## src/rtl/grad_central_diff.sv

```systemverilog
// -----------------------------------------------------------------------------
// grad_central_diff
//
// Streaming central-difference gradient stage. Pixels arrive one per valid
// cycle in raster order. For every interior pixel it produces
//   Ix = P(x+1,y) - P(x-1,y)   and   Iy = P(x,y+1) - P(x,y-1),
// one clock after the pixel that completes the 3x3 neighbourhood is accepted.
// Two line buffers hold the previous two rows. Short tap registers hold the
// few values that are needed from neighbouring columns. No frame is stored.
//
// Optional feature: define GRAD_MAG_EN to add out_mag = |Ix| + |Iy|.
//
// Ports
//   clk        in   clock, rising edge
//   rstn       in   asynchronous active-low reset
//   pix_valid  in   input pixel qualifier (no backpressure)
//   pix_data   in   unsigned pixel, DATA_WIDTH bits
//   pix_sof    in   with pix_valid: this pixel is (0,0) of a new frame
//   out_valid  out  single-cycle pulse per gradient result
//   out_ix     out  signed DATA_WIDTH+1, horizontal gradient
//   out_iy     out  signed DATA_WIDTH+1, vertical gradient
//   out_x      out  centre column of the result
//   out_y      out  centre row of the result
//   out_eof    out  with out_valid: last interior pixel of the frame
//   out_mag    out  |Ix|+|Iy|, DATA_WIDTH+2 bits (GRAD_MAG_EN only)
// -----------------------------------------------------------------------------
module grad_central_diff #(
  parameter int DATA_WIDTH = 8,
  parameter int IMG_W      = 16,
  parameter int IMG_H      = 16
) (
  input  logic                      clk,
  input  logic                      rstn,
  input  logic                      pix_valid,
  input  logic [DATA_WIDTH-1:0]     pix_data,
  input  logic                      pix_sof,
  output logic                      out_valid,
  output logic [DATA_WIDTH:0]       out_ix,
  output logic [DATA_WIDTH:0]       out_iy,
  output logic [$clog2(IMG_W)-1:0]  out_x,
  output logic [$clog2(IMG_H)-1:0]  out_y,
  output logic                      out_eof
`ifdef GRAD_MAG_EN
  ,
  output logic [DATA_WIDTH+1:0]     out_mag
`endif
);

  localparam int XW = $clog2(IMG_W);
  localparam int YW = $clog2(IMG_H);

  localparam logic [XW-1:0] X_LAST = XW'(IMG_W - 1);
  localparam logic [YW-1:0] Y_LAST = YW'(IMG_H - 1);
  localparam logic [XW-1:0] X_EOF  = XW'(IMG_W - 2);
  localparam logic [YW-1:0] Y_EOF  = YW'(IMG_H - 2);
  localparam logic [XW-1:0] X_TWO  = XW'(2);
  localparam logic [YW-1:0] Y_TWO  = YW'(2);

  // Raster position of the next pixel to be accepted.
  logic [XW-1:0] cx_q, cx_d;
  logic [YW-1:0] cy_q, cy_d;

  // Line buffers: l1 holds row cy-1, l2 holds row cy-2, both indexed by column.
  logic [DATA_WIDTH-1:0] l1_mem [IMG_W];
  logic [DATA_WIDTH-1:0] l2_mem [IMG_W];

  // Column taps. The row cy-1 value at cx comes straight from l1. The taps
  // give it at cx-1 and cx-2. The current-row and row cy-2 values at cx-1
  // are each one accept old.
  logic [DATA_WIDTH-1:0] r1_tap0_q;  // row cy-1, column cx-1
  logic [DATA_WIDTH-1:0] r1_tap1_q;  // row cy-1, column cx-2
  logic [DATA_WIDTH-1:0] cur_tap_q;  // row cy,   column cx-1
  logic [DATA_WIDTH-1:0] l2_tap_q;   // row cy-2, column cx-1

  // Output registers.
  logic                  out_valid_q;
  logic [DATA_WIDTH:0]   out_ix_q, out_iy_q;
  logic [XW-1:0]         out_x_q;
  logic [YW-1:0]         out_y_q;
  logic                  out_eof_q;

  // Combinational datapath.
  logic [XW-1:0]         acc_x;
  logic [YW-1:0]         acc_y;
  logic [DATA_WIDTH-1:0] r1_at_x;
  logic [DATA_WIDTH-1:0] l2_at_x;
  logic                  interior;
  logic [DATA_WIDTH:0]   ix_d, iy_d;
  logic [XW-1:0]         cen_x;
  logic [YW-1:0]         cen_y;
  logic                  eof_d;

  always_comb begin
    // sof pins this pixel to (0,0). Any partly received frame is dropped,
    // because its rows can no longer reach cy>=2.
    acc_x    = pix_sof ? '0 : cx_q;
    acc_y    = pix_sof ? '0 : cy_q;
    r1_at_x  = l1_mem[acc_x];
    l2_at_x  = l2_mem[acc_x];

    cx_d = cx_q;
    cy_d = cy_q;
    if (pix_valid) begin
      if (acc_x == X_LAST) begin
        cx_d = '0;
        cy_d = (acc_y == Y_LAST) ? '0 : acc_y + YW'(1);
      end else begin
        cx_d = acc_x + XW'(1);
        cy_d = acc_y;
      end
    end

    interior = pix_valid && (acc_x >= X_TWO) && (acc_y >= Y_TWO);

    // Zero-extend both operands before subtracting, so the result is always
    // representable in DATA_WIDTH+1 bits of two's complement.
    ix_d  = {1'b0, r1_at_x}   - {1'b0, r1_tap1_q};
    iy_d  = {1'b0, cur_tap_q} - {1'b0, l2_tap_q};
    cen_x = acc_x - XW'(1);
    cen_y = acc_y - YW'(1);
    eof_d = (cen_x == X_EOF) && (cen_y == Y_EOF);
  end

`ifdef GRAD_MAG_EN
  logic [DATA_WIDTH:0]   abs_ix, abs_iy;
  logic [DATA_WIDTH+1:0] mag_d;
  logic [DATA_WIDTH+1:0] out_mag_q;

  always_comb begin
    // A magnitude is at most 2^DATA_WIDTH-1, so the sum cannot overflow.
    abs_ix = ix_d[DATA_WIDTH] ? -ix_d : ix_d;
    abs_iy = iy_d[DATA_WIDTH] ? -iy_d : iy_d;
    mag_d  = {1'b0, abs_ix} + {1'b0, abs_iy};
  end

  always_ff @(posedge clk or negedge rstn) begin
    if (!rstn) begin
      out_mag_q <= '0;
    end else if (interior) begin
      out_mag_q <= mag_d;
    end
  end

  assign out_mag = out_mag_q;
`endif

  // Counters and output registers. These are the only state visible after
  // reset.
  always_ff @(posedge clk or negedge rstn) begin
    if (!rstn) begin
      cx_q        <= '0;
      cy_q        <= '0;
      out_valid_q <= 1'b0;
      out_ix_q    <= '0;
      out_iy_q    <= '0;
      out_x_q     <= '0;
      out_y_q     <= '0;
      out_eof_q   <= 1'b0;
    end else begin
      cx_q        <= cx_d;
      cy_q        <= cy_d;
      out_valid_q <= interior;
      if (interior) begin
        out_ix_q  <= ix_d;
        out_iy_q  <= iy_d;
        out_x_q   <= cen_x;
        out_y_q   <= cen_y;
        out_eof_q <= eof_d;
      end
    end
  end

  // The line buffers and taps are not reset. Rows 0 and 1 of every frame
  // refill them before any result depends on their contents.
  always_ff @(posedge clk) begin
    if (pix_valid) begin
      l1_mem[acc_x] <= pix_data;
      l2_mem[acc_x] <= r1_at_x;
      r1_tap0_q     <= r1_at_x;
      r1_tap1_q     <= r1_tap0_q;
      cur_tap_q     <= pix_data;
      l2_tap_q      <= l2_at_x;
    end
  end

  assign out_valid = out_valid_q;
  assign out_ix    = out_ix_q;
  assign out_iy    = out_iy_q;
  assign out_x     = out_x_q;
  assign out_y     = out_y_q;
  assign out_eof   = out_eof_q;

endmodule

```

## config.mk

```make
export PLATFORM = sky130hd
export DESIGN_NAME = grad_central_diff
export DESIGN_NICKNAME = d
export VERILOG_FILES = /design/src/rtl/grad_central_diff.sv
export SDC_FILE = /design/constraint.sdc
export NUM_CORES = 1
export LEC_CHECK = 0
export CAP_MARGIN = 5
export CORE_MARGIN = 2
export CORE_UTILIZATION = 35
export CTS_BUF_LIST = sky130_fd_sc_hd__clkbuf_2 sky130_fd_sc_hd__clkbuf_4 sky130_fd_sc_hd__clkbuf_8
export DETAILED_ROUTE_END_ITERATION = 10
export SLEW_MARGIN = 5
export SYNTH_ARGS = -nofsm -noshare
export SYNTH_HDL_FRONTEND = slang
export SYNTH_SLANG_ARGS = --single-unit
```

## constraint.sdc

```tcl
create_clock -name clk -period 7.67 [get_ports clk]
set_clock_uncertainty 0.05 [all_clocks]
set_input_delay 2.301 -clock clk [delete_from_list [all_inputs] [get_ports clk]]
set_output_delay 2.301 -clock clk [all_outputs]
set_load 0.02 [all_outputs]
```

==> results.md, run 1 <==
* Logic pwr share at 20.9%
* Nets@finish at 1070
* Largest area contributor in the netlist: edfxtp_1
* Final setup TNS at 0 ns
* Fin crit share at 75.4%
* Yosys top cell area share at 63.5%
* Multi-input logic area at 3700 sq um
* Starting Density at 35.3%
* Hpwl dp at 19.7 mm
* CTS Sinks at 324
* P&R area growth vs syn at 14.8%
* Slack of the critical path at 1.89 ns
* Critical Path RT at 8.09 ns
* Clock share of power at 31.1%
* Worst IR Drop VDD at 141 uV
* Top-count cell post-synth: edfxtp_1
* WL final at 32.9 mm
* Fill count at 3668
* First-pass GRT wire length at 50.0 mm
* RSZ-0062 raised after global routing: no
* GRT overflow at 0
* Clock-pin slew on the worst setup and hold paths at 0.06 ns
* Flop pwr share at 48.0%
* Syn Nets at 1002
* Most used DFF post-synth: edfxtp_1
* Highest Clock Rate at 173 MHz
* Slew @ Worst Pin at 1.24 ns
* Async SR Flop Fraction at 11.1%
* Netlist cell types at 55
* DRT antenna net count at 0
* P_sw at 1.35 mW
* Initial antenna violation count at 0
* Top post-synthesis cells by area: edfxtp_1 (63%), dfrtp_1 (6.6%), a211oi_1 (5.4%)
* Area of the die at 40500 sq um
* Core area at 38600 sq um
* Leak Pwr at 5.38 nW
* Die Y at 201 microns
* Die width at 201 microns
* Data arrival, critical path at 6.20 ns
* Cell count after synthesis at 963
* Total number of vias at 8325
* Iteration-0 DRC Markers at 820
* Routed len/inst at 20.7 microns
* Sequential area share after synthesis at 70.1%
* CTS Buffer Depth at 3
* CTS tree: yes
* Worst relative slew slack at 17.2%
* DRC viols at 0
* EDFF count, synth at 288
* Largest net degree at the start of global routing at 68
* Post CTS Setup Buffer Count at 0
* Worst Path Max Fanout at 35
* DR vias/cell at 5.24
* CP Class: input pin to flop
* ANT cells at 0
* Total GRT Usage at 16.1%
* Layout cell share with drive strength beyond 1 at 13.3%
* Switching Share at 29.1%
* Synth warnings at 0
* # resized after CTS at 0
* Min Tclk post-route at 5.78 ns
* I/O pins at 40
* Clock root cell: clkbuf_8
* Final setup viols at 0
* Slew Limit Fails at 0
* TritonCTS buffer count at 54
* Hold_buf cts at 0
* CP startpoint kind: input pin
* Pre-CTS WS at 1.31 ns
* CP Capture Type: flop
* Number of global-route vias before repair at 8094
* Clk Latency, worst-skew pair at 0.59 ns
* MaxCap Viol Count at 0
* Sequential cell area at 9550 sq um
* Drt pass-1 iters at 5
* Flops & latches, synth at 324
* Port buffer count at 39
* Status: finished, final reports clean
* Syn Area/Cell at 14.1 sq um
* Htree depth at 2
* Post-Synthesis Cell Area at 13600 sq um
* Row Count at 72
* Placer Congestion at 0.798
* Min-delay worst type: flop to flop
* Post-synth top cells: edfxtp_1 (288), nand2_1 (113), a211oi_1 (98)
* Final Hold Fails at 0
* Pwr Density at 296 nW/um^2
* Internal power at 3.28 mW
[registers in the layout, indices dropped and copies added (netlist names), 8 cells and up]
| name | count |
|---|---|
| l1_mem | 128 |
| out_ix | 9 |
| cur_tap_q | 8 |
| r1_tap0_q | 8 |
| out_iy | 9 |
| l2_mem | 128 |
| l2_tap_q | 8 |
| r1_tap1_q | 8 |
[cell families after synthesis]
group	Yosys count	synth area share [%]
and+or+nand+nor	272	10.3
xor gates and xnor gates	8	0.514
DFF	324	70.1
adders and majority gates	27	2.59
buffers and inverters	85	3.05
AOI/OAI and AO/OA	234	12.5
muxes	13	0.964
[worst paths after layout]
kind	depth (start not counted)	slack, ns	end	from
min	0	0.37	r1_tap1_q[4]	r1_tap0_q[4]
max	13	1.89	out_ix[8]	pix_sof
max in group asynchronous	1	5.20	cx_q[0]	rstn
min reg2reg	0	0.37	r1_tap1_q[4]	r1_tap0_q[4]
min in group asynchronous	1	1.77	out_iy[7]	rstn
max reg2reg	12	3.50	out_ix[8]	cx_q[0]
[per-layer routing]
metal | track usage, % | share of wire (%)
met3 | 3.13 | 6.9
met5 | 0 | 0
met1 | 23.1 | 46
met4 | 5.09 | 2.2
met2 | 24.7 | 45
[metrics by stage]
stage / total power, mW / util (%) / cells / instance area, sq um / hold slack, ns
after floorplan: 2.82 / - / 963 / 13600 / 0.350
after global placement: 3.21 / 38.0 / 1493 / 14600 / 0.352
after detailed placement: 3.23 / 38.0 / 1493 / 14600 / 0.356
after CTS: 4.67 / 40.6 / 1588 / 15600 / 0.366
after global routing: 4.84 / 40.6 / 1588 / 15600 / 0.374
final: 4.63 / 40.6 / 1588 / 15600 / 0.369
[layout by cell type, fill, tap and decap left out, drive strengths merged, types with 3 or more instances in the layout]
master / n
edfxtp: 288
nand2: 113
a211oi: 98
clkbuf: 79
nor2b: 63
o21ai: 43
clkdlybuf4s50: 37
dfrtp: 36
buf: 34
nor2: 34
a311oi: 27
inv: 27
ha: 25
and3b: 22
clkinv: 15
mux2i: 12
a21oi: 10
a31oi: 9
or4: 9
and2b: 8
nor3: 8
o2111a: 7
o21a: 6
o211ai: 6
nor4: 5
o31ai: 5
xnor2: 5
o41ai: 4
a2111o: 4
xor2: 3
[final cells by class]
class	instances	area share, %
clock buffer	79	5.99
clock inverter	16	0.456
inverter	26	0.640
multi-input combinational	554	23.7
sequential	324	61.1
tap	518	4.14
timing repair buffer	71	4.05
[worst max-delay path, stage by stage]
cell and delay [ns]:
clkdlybuf4s50_1 0.55, and2b_1 0.23, inv_2 0.53, mux2i_1 0.26
a211oi_1 0.12, nor4_1 0.54, ha_1 0.27, inv_1 0.06
fa_1 0.44, a211oi_1 0.29, o21ai_0 0.15, and3_1 0.20
o41ai_1 0.24
[power by group through the flow]
stage               combinational, mW  sequential [mW]  clock, mW
finish                          0.969             2.22       1.44
global route                     1.05             2.24       1.55
CTS                             0.975             2.22       1.47
detailed placement              0.970             2.26          0
global placement                0.959             2.25          0
floorplan                       0.499             2.32          0
No activity file was read; power rests on OpenSTA's default activity.
==> run 2: changes to the inputs <==
- clock period: 7.67 -> 5.95 ns (I/O delays scaled with it)
==> run 2 against run 1 <==
  * Clock power up 35%
  * Critical endpoint unchanged
  * Largest cell class unchanged
  * Highest routed layer unchanged
  * Sequential power up 29%
  * Via count up 0.58%
  * Count of clock-buffer cells in the layout up 8
  * Power up 31%
  * Cell count up 1.3%
  * Sequential share of layout area down 0.90 points
  * Wire length up 1.2%
==> results.md, run 2 (synthesis gave the netlist of run 1 again) <==
* Status: finished, final reports clean (unchanged)
* Switching Share at 28.5% (was 29.1%)
* DRT antenna net count at 0 (unchanged)
* Worst IR Drop VDD at 159 uV (was 141 uV)
* CTS Buffer Depth at 3 (unchanged)
* Highest Clock Rate at 207 MHz
* Post CTS Setup Buffer Count at 0 (unchanged)
* CP startpoint kind: input pin (unchanged)
* Hpwl dp at 20.7 mm (was 19.7 mm)
* First-pass GRT wire length at 51.3 mm (was 50.0 mm)
* Die width at 201 microns (unchanged)
* DRC viols at 0 (unchanged)
* Multi-input logic area at 3700 sq um (unchanged)
* Critical Path Max Stage Delay at 0.55 ns (about the same)
* Htree depth at 2 (unchanged)
* CTS tree: yes (unchanged)
* Drt pass-1 iters at 4 (was 5)
* Min-delay worst type: flop to flop (unchanged)
* Final Hold Fails at 0 (unchanged)
* Iteration-0 DRC Markers at 559 (was 820)
* Most used cell, CP: a211oi_1 (unchanged)
* Fin crit share at 81.3%
* Total number of vias at 8373 (was 8325)
* Largest regs: l1_mem (128), l2_mem (128) (unchanged)
* I/O pins at 40 (unchanged)
* CP Capture Type: flop (unchanged)
* WL final at 33.3 mm (was 32.9 mm)
* Final setup TNS at 0 ns (unchanged)
* Initial antenna violation count at 0 (unchanged)
* P_sw at 1.74 mW (was 1.35 mW)
* Clock-pin slew on the worst setup and hold paths at 0.06 ns (about the same)
* Port buffer count at 39 (unchanged)
* Flop pwr share at 47.2% (was 48.0%)
* Most common cell after layout, fill and taps aside: edfxtp_1 (unchanged)
* GRT overflow at 0 (unchanged)
* Critical Path RT at 6.39 ns (was 8.09 ns)
* Core area at 38600 sq um (unchanged)
* Clock share of power at 32.1% (was 31.1%)
* Sequential cell area at 9550 sq um (unchanged)
* Hold_buf cts at 0 (unchanged)
* # resized after CTS at 0 (unchanged)
* Final setup viols at 0 (unchanged)
* MaxCap Viol Count at 0 (unchanged)
* Largest net degree at the start of global routing at 62 (was 68)
* Worst hold path depth at 0 (unchanged)
* Worst-path cell chain: clkdlybuf4s50_1 > and2b_1 > inv_2 > mux2i_1 > a211oi_1 > nor4_1 > ha_1 > inv_1 > fa_1 > a211oi_1 > o21ai_0 > and3_1 > o41ai_1 (unchanged)
* Worst relative slew slack at 45.4% (was 17.2%)
* Pwr Density at 383 nW/um^2 (was 296 nW/um^2)
* TritonCTS buffer count at 53 (was 54)
* Area of the die at 40500 sq um (unchanged)
* WP depth at 13 (unchanged)
* Logic pwr share at 20.7% (was 20.9%)
* ANT cells at 0 (unchanged)
* Placer Congestion at 0.836 (was 0.798)
* Buf/Inv on CP at 3 (unchanged)
* Slew @ Worst Pin at 0.818 ns (was 1.24 ns)
* RSZ-0062 raised after global routing: no (unchanged)
* Clk Latency, worst-skew pair at 0.59 ns (about the same)
* Number of global-route vias before repair at 8366 (was 8094)
* Worst hold slack at 0.368 ns (was 0.369 ns)
* Layout cell share with drive strength beyond 1 at 15.1% (was 13.3%)
* Slew Limit Fails at 0 (unchanged)
* Routed len/inst at 20.7 microns (about the same)
* Internal power at 4.35 mW (was 3.28 mW)
* CP max-delay cell: clkdlybuf4s50_1 (unchanged)
* Fill count at 3645 (was 3668)
* Data arrival, critical path at 5.28 ns (was 6.20 ns)
* Worst Path Max Fanout at 20 (was 35)
* Total GRT Usage at 16.5% (was 16.1%)
* Min Tclk post-route at 4.84 ns
* Leak Pwr at 5.51 nW (was 5.38 nW)
* DR vias/cell at 5.21 (was 5.24)
* Starting Density at 35.3% (unchanged)
* Clock root cell: clkbuf_8 (unchanged)
* Nets@finish at 1088 (was 1070)
* Crit path max-delay family: buffers and inverters (unchanged)
* CTS Sinks at 324 (unchanged)
* Row Count at 72 (unchanged)
* Worst R2R Path Depth at 12 (unchanged)
* CP Class: input pin to flop (unchanged)
* P&R area growth vs syn at 16.5% (was 14.8%)
* Commonest non-fill, non-tap cells in the layout: edfxtp_1 (288), nand2_1 (113), a211oi_1 (98), nor2b_1 (63), clkbuf_8 (57) (was edfxtp_1 (288), nand2_1 (113), a211oi_1 (98), nor2b_1 (63), clkbuf_8 (55))
* Die Y at 201 microns (unchanged)
[run 2: cell count changes in the layout (fill, tap and decap cells not counted), sizes merged]
cell      delta
buf         +19
clkbuf       +8
clkinv       -8
bufinv       +1
clkinvlp     +1
inv          -1
[run 2: path summary, 6_finish.rpt]
kind,start,to,slack (ns)
worst max register to register,cx_q[0],out_ix[8],2.07
worst min register to register,r1_tap0_q[7],r1_tap1_q[7],0.37
max in group asynchronous,rstn,cx_q[0],4.01
worst max-delay path,pix_sof,out_ix[8],1.11
worst min-delay path,r1_tap0_q[7],r1_tap1_q[7],0.37
min in group asynchronous,rstn,cy_q[3],1.24
[run 2: through the flow]
stage | utilization (%) | instance area, sq um | cells | power, mW | worst slack (ns)
6_report | 41.2 | 15900 | 1608 | 6.09 | 1.11
5_1_grt | 41.2 | 15900 | 1608 | 6.36 | 0.802
4_1_cts | 41.2 | 15900 | 1608 | 6.14 | 1.14
3_5_place_dp | 38.4 | 14800 | 1512 | 4.19 | 0.514
3_3_place_gp | 38.4 | 14800 | 1512 | 4.16 | 0.560
2_1_floorplan | - | 13600 | 963 | 3.64 | 1.42
[run 2: layer usage]
layer	share of wire [%]	GRT usage [%]
met5	0	0
met4	2.9	6.20
met3	5.5	3.08
met2	47	26.3
met1	45	22.6
[run 2: area by class of cell]
cell class / count / share of cell area, %
Sequential cell: 324 / 60.2
Multi-Input combinational cell: 554 / 23.3
Clock buffer: 87 / 6.36
Timing Repair Buffer: 90 / 5.04
Tap cell: 518 / 4.08
Inverter: 26 / 0.630
Clock inverter: 9 / 0.402
[run 2: worst reg2reg max path: cells and delay by family (launching register included)]
family / cells / cell delay [ns]
flops: 1 / 0.75
buf+inv: 2 / 0.67
fa+ha+maj: 2 / 0.68
simple gates: 3 / 0.67
compound gates: 5 / 0.98
[run 2: power by group through the flow]
stage	clock network [mW]	logic, mW	registers (mW)
after floorplan	0	0.644	2.99
after global placement	0	1.24	2.92
after detailed placement	0	1.26	2.92
after CTS	2.00	1.27	2.88
after global routing	2.10	1.37	2.90
final	1.95	1.26	2.87
==> run 3: changes to the inputs <==
- clock period: 5.95 -> 4.1 ns (I/O delays scaled with it)
==> run 3 against run 2 <==
  * Sequential share of layout area is 1.7 points lower
  * Count of clock-buffer cells in the layout shrank 15
  * Combinational power up 58%
  * Flip-flop and latch count unchanged
  * Non-clock buffer count is 53 higher
  * Wire length is 0.11% higher
  * Global-route usage is 0.11 points higher
  * Worst setup slack lost 0.72 ns
  * Design area rose by 2.9%
  * Via count is 1.3% higher
  * Sequential power up 45%
==> results.md, run 3 (synthesis gave the netlist of run 1 again) <==
* Leak Pwr at 5.78 nW (was 5.51 nW)
* Iteration-0 DRC Markers at 623 (was 559)
* Clock-pin slew on the worst setup and hold paths at 0.06 ns (about the same)
* CTS Buffer Depth at 3 (unchanged)
* Drt pass-1 iters at 4 (unchanged)
* R2r endpoint: out_ix[8] (unchanged)
* Power, Total at 8.79 mW (was 6.09 mW)
* Min Tclk post-route at 3.71 ns
* Clock share of power at 30.1% (was 32.1%)
* Worst R2R Path Depth at 12 (unchanged)
* Commonest non-fill, non-tap cells in the layout: edfxtp_1 (288), nand2_1 (113), a211oi_1 (98), buf_4 (90), nor2b_1 (63) (was edfxtp_1 (288), nand2_1 (113), a211oi_1 (98), nor2b_1 (63), clkbuf_8 (57))
* Largest net degree at the start of global routing at 59 (was 62)
* Placer Congestion at 0.832 (was 0.836)
* Fill count at 3629 (was 3645)
* P_sw at 2.56 mW (was 1.74 mW)
* Core area at 38600 sq um (unchanged)
* Critical Path RT at 4.51 ns (was 6.39 ns)
* Nets@finish at 1140 (was 1088)
* Routed len/inst at 20.1 microns (was 20.7 microns)
* Initial antenna violation count at 1 (was 0)
* CTS tree: yes (unchanged)
* Multi-input logic area at 3710 sq um (was 3700 sq um)
* Htree depth at 2 (unchanged)
* Slew @ Worst Pin at 0.813 ns (was 0.818 ns)
* Layout cell share with drive strength beyond 1 at 18.6% (was 15.1%)
* CP Class: input pin to flop (unchanged)
* Final setup TNS at 0 ns (unchanged)
* DRC viols at 0 (unchanged)
* Data arrival, critical path at 4.12 ns (was 5.28 ns)
* Row Count at 72 (unchanged)
* Hold EP: r1_tap1_q[4] (was r1_tap1_q[7])
* Internal power at 6.23 mW (was 4.35 mW)
* MaxCap Viol Count at 0 (unchanged)
* Hold path start: r1_tap0_q[4] (was r1_tap0_q[7])
* Switching Share at 29.1% (was 28.5%)
* I/O pins at 40 (unchanged)
* Pwr Density at 538 nW/um^2 (was 383 nW/um^2)
* Total GRT Usage at 16.6% (was 16.5%)
* Worst hold slack at 0.373 ns (was 0.368 ns)
* DR vias/cell at 5.12 (was 5.21)
* WL final at 33.4 mm (was 33.3 mm)
* Final setup viols at 0 (unchanged)
* GRT overflow at 0 (unchanged)
* Starting Density at 35.3% (unchanged)
* Number of global-route vias before repair at 8416 (was 8366)
* Flop pwr share at 47.4% (was 47.2%)
* Clock root cell: clkbuf_8 (unchanged)
* Worst Path Max Fanout at 25 (was 20)
* CP startpoint kind: input pin (unchanged)
* RR Startpoint: cx_q[0] (unchanged)
* Hpwl dp at 21.5 mm (was 20.7 mm)
* Die width at 201 microns (unchanged)
* Total number of vias at 8480 (was 8373)
* RSZ-0062 raised after global routing: no (unchanged)
* Status: finished, final reports clean (unchanged)
* TritonCTS buffer count at 52 (was 53)
* Clk Latency, worst-skew pair at 0.59 ns (about the same)
* Fin crit share at 90.5%
* P&R area growth vs syn at 19.9% (was 16.5%)
* Largest regs: l1_mem (128), l2_mem (128) (unchanged)
* Port buffer count at 39 (unchanged)
* First-pass GRT wire length at 51.3 mm (about the same)
* CP Capture Type: flop (unchanged)
* Worst hold path depth at 0 (unchanged)
* CP Launch Point: pix_sof (unchanged)
* Most common cell after layout, fill and taps aside: edfxtp_1 (unchanged)
* Hold_buf cts at 0 (unchanged)
* DRT antenna net count at 0 (unchanged)
* Area of the die at 40500 sq um (unchanged)
* Sequential cell area at 9550 sq um (unchanged)
* Worst relative slew slack at 45.8% (was 45.4%)
* Slew Limit Fails at 0 (unchanged)
* Min-delay worst type: flop to flop (unchanged)
* Die Y at 201 microns (unchanged)
* Highest Clock Rate at 270 MHz
* R2R Setup Slk at 0.58 ns (was 2.07 ns)
* Worst IR Drop VDD at 229 uV (was 159 uV)
* Final Hold Fails at 0 (unchanged)
* Logic pwr share at 22.6% (was 20.7%)
* CTS Sinks at 324 (unchanged)
[run 3: changes by cell type in the layout (fill, tap and decap cells not counted), moves of 3 or more]
cell      delta
buf_12      +11
buf_4       +42
clkbuf_4    -15
clkinv_1     +3
clkinv_2     +8
[run 3: stage by stage]
| step | util [%] | instances | worst slack [ns] | area, sq um |
|---|---|---|---|---|
| 2_1_floorplan | - | 963 | 0.123 | 13600 |
| 5_1_grt | 42.4 | 1657 | 0.278 | 16300 |
| 4_1_cts | 42.3 | 1656 | 0.0596 | 16300 |
| 6_report | 42.4 | 1657 | 0.390 | 16300 |
| 3_3_place_gp | 39.8 | 1565 | -0.426 | 15300 |
| 3_5_place_dp | 39.8 | 1565 | -0.559 | 15300 |
[run 3: power groups by stage]
stage	clock network [mW]	registers (mW)	logic, mW
3_5_place_dp	0	4.24	1.98
2_1_floorplan	0	4.34	0.934
6_report	2.64	4.16	1.99
4_1_cts	2.72	4.17	1.99
3_3_place_gp	0	4.23	1.95
5_1_grt	2.85	4.19	2.15
[run 3: cell type report]
| class | count | share of cell area, % |
|---|---|---|
| flip-flops and latches | 324 | 58.5 |
| multi-input cells | 554 | 22.7 |
| repair buffers | 143 | 8.20 |
| clock buffers | 72 | 5.49 |
| well taps | 518 | 3.97 |
| inverters | 26 | 0.613 |
| clock inverters | 19 | 0.529 |
| diodes | 1 | 0.0153 |
[run 3: worst max-delay path by stage]
stage	to	cells after the start
after global placement	out_ix[8]	13
after global routing	out_ix[8]	13
after floorplan	out_ix[5]	13
final	out_ix[8]	13
after detailed placement	out_ix[8]	13
after CTS	out_ix[8]	13
[run 3: per-layer routing]
layer	share of wire, %	routed length [microns]	track usage, %	up-vias
met1	45	14900	22.7	4181
li1	-	-	-	3985
met2	47	15600	26.6	249
met3	5.7	1900	3.00	65
met5	0	0	0	-
met4	2.9	981	6.22	0
[run 3: critical path: stages]
cell	delay (ns)
dlymetal6s2s_1	0.22
and2b_2	0.28
inv_4	0.12
buf_12	0.18
a311oi_1	0.14
nor4_2	0.31
ha_1	0.22
inv_1	0.06
fa_1	0.43
a211oi_1	0.30
o21ai_0	0.16
and3_1	0.20
o41ai_1	0.28
[run 3: repair_timing]
action                     CTS  global route
setup endpoints to repair    0             3
gates resized for setup      0             3
buffers inserted             0             0
